===== src/rtl/leitor_registrador.sv =====
// leitor_registrador: 2-entry skid buffer between a register stage and a consumer
// Ports:
//   clk_i    - clock, rising edge
//   rst_i    - asynchronous active-high reset
//   valid_i  - upstream word present on data_i
//   data_i   - upstream word
//   ready_o  - registered accept flag, doubles as upstream load enable
//   valid_o  - data_o holds a valid word
//   data_o   - oldest stored word, straight from the main register
//   ready_i  - consumer takes data_o this cycle
//   count_o  - stored words (0..2), equals the state encoding
//   parity_o - registered even parity of data_o, present only with LEITOR_PARITY_EN
module leitor_registrador #(
    parameter int DATA_WIDTH = 32
) (
    input  logic                  clk_i,
    input  logic                  rst_i,
    input  logic                  valid_i,
    input  logic [DATA_WIDTH-1:0] data_i,
    output logic                  ready_o,
    output logic                  valid_o,
    output logic [DATA_WIDTH-1:0] data_o,
    input  logic                  ready_i,
    output logic [1:0]            count_o
`ifdef LEITOR_PARITY_EN
    ,
    output logic                  parity_o
`endif
);
    typedef enum logic [1:0] {EMPTY = 2'd0, ONE = 2'd1, FULL = 2'd2} state_t;
    state_t                state_q, state_d;
    logic [DATA_WIDTH-1:0] main_q, main_d, skid_q, skid_d;
    logic                  ready_q, wr, rd;
    assign wr      = valid_i & ready_q;
    assign rd      = valid_o & ready_i;
    assign ready_o = ready_q;
    assign valid_o = state_q != EMPTY;
    assign data_o  = main_q;
    assign count_o = state_q;
    always_comb begin
        state_d = state_q;
        main_d  = main_q;
        skid_d  = skid_q;
        case (state_q)
            EMPTY: begin
                state_d = wr ? ONE : EMPTY;
                main_d  = wr ? data_i : main_q;
            end
            ONE: begin
                state_d = (wr && !rd) ? FULL : (!wr && rd) ? EMPTY : ONE;
                main_d  = (wr && rd) ? data_i : main_q;
                skid_d  = (wr && !rd) ? data_i : skid_q;
            end
            FULL: begin
                state_d = rd ? ONE : FULL;
                main_d  = rd ? skid_q : main_q;
            end
            default: state_d = EMPTY;
        endcase
    end
    // ready is derived from the next state so it is registered yet still
    // equals count<2 in every cycle outside reset
    always_ff @(posedge clk_i or posedge rst_i) begin
        if (rst_i) begin
            state_q <= EMPTY;
            main_q  <= '0;
            skid_q  <= '0;
            ready_q <= 1'b0;
        end else begin
            state_q <= state_d;
            main_q  <= main_d;
            skid_q  <= skid_d;
            ready_q <= state_d != FULL;
        end
    end
`ifdef LEITOR_PARITY_EN
    always_ff @(posedge clk_i or posedge rst_i) begin
        if (rst_i) parity_o <= 1'b0;
        else       parity_o <= ^main_d;
    end
`endif
endmodule


===== config.mk =====
export PLATFORM = sky130hd
export DESIGN_NAME = leitor_registrador
export DESIGN_NICKNAME = d
export VERILOG_FILES = /design/src/rtl/leitor_registrador.sv
export SDC_FILE = /design/constraint.sdc
export NUM_CORES = 1
export LEC_CHECK = 0
export CORE_MARGIN = 2
export CORE_UTILIZATION = 45
export CTS_BUF_LIST = sky130_fd_sc_hd__clkbuf_4 sky130_fd_sc_hd__clkbuf_8 sky130_fd_sc_hd__clkbuf_16
export DETAILED_ROUTE_END_ITERATION = 7
export GPL_TIMING_DRIVEN = 0
export MAX_ROUTING_LAYER = met4
export PLACE_DENSITY = 0.81
export SLEW_MARGIN = 20
export SYNTH_ARGS = -nofsm -noshare
export SYNTH_HDL_FRONTEND = slang
export SYNTH_SLANG_ARGS = --single-unit

===== constraint.sdc =====
create_clock -name clk_i -period 2.8 [get_ports clk_i]
set_clock_uncertainty 0.15 [all_clocks]
set_input_delay 0.56 -clock clk_i [delete_from_list [all_inputs] [get_ports clk_i]]
set_output_delay 0.56 -clock clk_i [all_outputs]
set_load 0.005 [all_outputs]

==> flow_summary.json <==
{
  "viasPerCell": 5.025,
  "timing.setup.tns_ns": 0,
  "cts_tree": "built",
  "drv_slew": 0,
  "die_area_um2": 7246,
  "cap_viol_max_count": 0,
  "first_pass_iters": 5,
  "cts_buffer_depth": 2,
  "leakage_uw": 0.001691,
  "ys_types": 17,
  "grt-ovfl-total": 0,
  "ios": 72,
  "synth-seq-area-share_pct": 56.61,
  "initialDrtViolationCount": 25,
  "via_count": 1794,
  "p_per_area_nw_per_um2": 1094,
  "cts_resized": 0,
  "post_dp_cell_area_um2": 3799,
  "antenna_found_initial": 0,
  "yosys_warnings": 0,
  "die_x_um": 85.13,
  "nNetsFinal": 314,
  "antenna_left": 0,
  "post-route-drc-count": 0,
  "cp.required_ns": 2.86,
  "hold_buffers": 0,
  "rsz0062_at_grt": "false",
  "vdd_ir_drop_max_mv": 0.5296,
  "status": "completed",
  "insertion_delay_ns": 0.32,
  "final_util_pct": 62.70,
  "ys_seq_elements": 67,
  "clock_sinks": 67,
  "period_share_pct": 86.28,
  "core-area_um2": 6350,
  "cp.arrival_ns": 2.47,
  "routed_wl_um": 5480,
  "gr-usage-all-layers_pct": 16.67,
  "h-tree-depth": 3,
  "fmax_mhz": 413.9,
  "post_synth_instance_area_um2": 2962,
  "clk_pin_slew_ns": 0.07,
  "hp-start": "skid_q[23]",
  "drive_above_1_share_pct": 33.93,
  "start_util_pct": 46.64,
  "crit_fanout": 10,
  "fin_crit_ns": 2.416,
  "max_slew_margin_pct": 77.85,
  "finalHoldViolCount": 0,
  "grt_start_max_net_pins": 45,
  "row_count": 29,
  "cp-start-kind": "input pin",
  "dpl.hpwl_um": 3824,
  "gp_congestion": 0.7087,
  "setup_viol": 0,
  "path_class": "input pin to flip-flop",
  "die_height_um": 85.13,
  "cts-root-buf": "clkbuf_8",
  "end_kind": "flip-flop",
  "whs_ns": 0.3479,
  "portBuffers": 71,
  "grt_pass1_vias": 1960,
  "r2r-start": "count_o[1]",
  "routedWlPerCell_um": 15.35,
  "postCtsSetupBuffers": 0,
  "n_antenna_cell": 0,
  "crit_path_start": "ready_i",
  "syn-num-nets": 231,
  "synthToLayoutAreaGrowth_pct": 34.43,
  "syn_area_per_cell_um2": 15.35,
  "cts_buffers": 9,
  "syn_inst": 193,
  "worst_slew_pin_slew_ns": 0.3323,
  "r2r_slack_ns": 0.50,
  "design_area_um2": 3981,
  "grt_pass1_wl_um": 9149,
  "hold_path_class": "flip-flop to flip-flop"
}
-- layout by cell type, fill, tap and decap left out --
cell type / instances
buf_16: 1
or2_2: 1
and2_1: 2
clkbuf_4: 1
nand2_1: 1
o211ai_2: 1
a21oi_1: 1
nor2_1: 1
mux2_2: 66
buf_6: 3
clkbuf_8: 12
buf_2: 7
mux2_1: 30
a21o_1: 1
o21ai_0: 1
dfrtp_1: 67
clkdlybuf4s50_1: 71
ha_1: 2
inv_4: 1
nand3b_1: 4
inv_1: 2
clkinv_2: 2
nand2b_1: 2
-- report_power, final --
part / internal, µW / switching, µW / total [µW]
combinational: 1260 / 640 / 1900
clock: 397 / 336 / 732
sequential: 1480 / 246 / 1720
total: 3140 / 1220 / 4360
-- Yosys cell counts (all sizes together) --
cell	n	area, µm²
mux2	96	1081
dfrtp	67	1677
buf	10	68.81
nand3b	4	30.03
inv	3	11.26
and2	2	12.51
ha	2	25.02
nand2b	2	12.51
a21o	1	7.510
a21oi	1	5.000
nand2	1	3.750
nor2	1	3.750
o211ai	1	12.51
o21ai	1	5.000
or2	1	6.260
-- area by class of cell --
| class | instances | area [µm²] |
|---|---|---|
| flip-flops and latches | 67 | 1677 |
| plain buffers | 10 | 68.82 |
| multi-input cells | 113 | 1205 |
| repair buffers | 72 | 738.2 |
| fillers | 502 | 2369 |
| clock inverters | 2 | 10.01 |
| clock buffers | 13 | 172.7 |
| well taps | 77 | 96.34 |
| inverters | 3 | 13.76 |
-- routing by layer --
layer	share of wire [%]	track usage [%]	vias up
li1	-	-	852
met1	48	22.23	892
met2	47	25.36	42
met3	3.5	3.210	8
met4	1.5	6.494	0
met5	0	-	-
-- registers in the layout, summed over array words and instances, names as in the netlist --
name / cells
skid_q: 32
ready_o: 1
count_o: 2
data_o: 32
-- logic make-up after synthesis --
logic type,after synthesis,synth area share [%]
muxes,96,36.50
and+or+nand+nor,11,2.323
AOI/OAI and AO/OA,4,1.014
DFF,67,56.61
adders and majority gates,2,0.8448
buffers and inverters,13,2.704
-- final timing paths --
path,endpoint,cells after the start
worst max-delay path,skid_q[0],7
worst min-delay path,skid_q[23],1
worst max register to register,skid_q[0],7
worst min register to register,skid_q[23],1
max in group asynchronous,data_o[5],3
min in group asynchronous,data_o[17],2
-- per-stage QoR --
| step | cells | setup WS, ns | power [µW] |
|---|---|---|---|
| 2_1_floorplan | 193 | 0.4068 | 2826 |
| 3_3_place_gp | 341 | -0.7647 | 3603 |
| 3_5_place_dp | 342 | 0.004226 | 3672 |
| 4_1_cts | 357 | 0.3559 | 4426 |
| 5_1_grt | 357 | 0.2989 | 4645 |
| 6_report | 357 | 0.3841 | 4357 |
-- critical path, cell delays in order --
cell	delay, ns
clkdlybuf4s50_1	0.54
and2_1	0.17
inv_1	0.05
ha_1	0.18
nand3b_1	0.25
buf_2	0.34
mux2_2	0.37
Power figures use the tool's default switching activity.
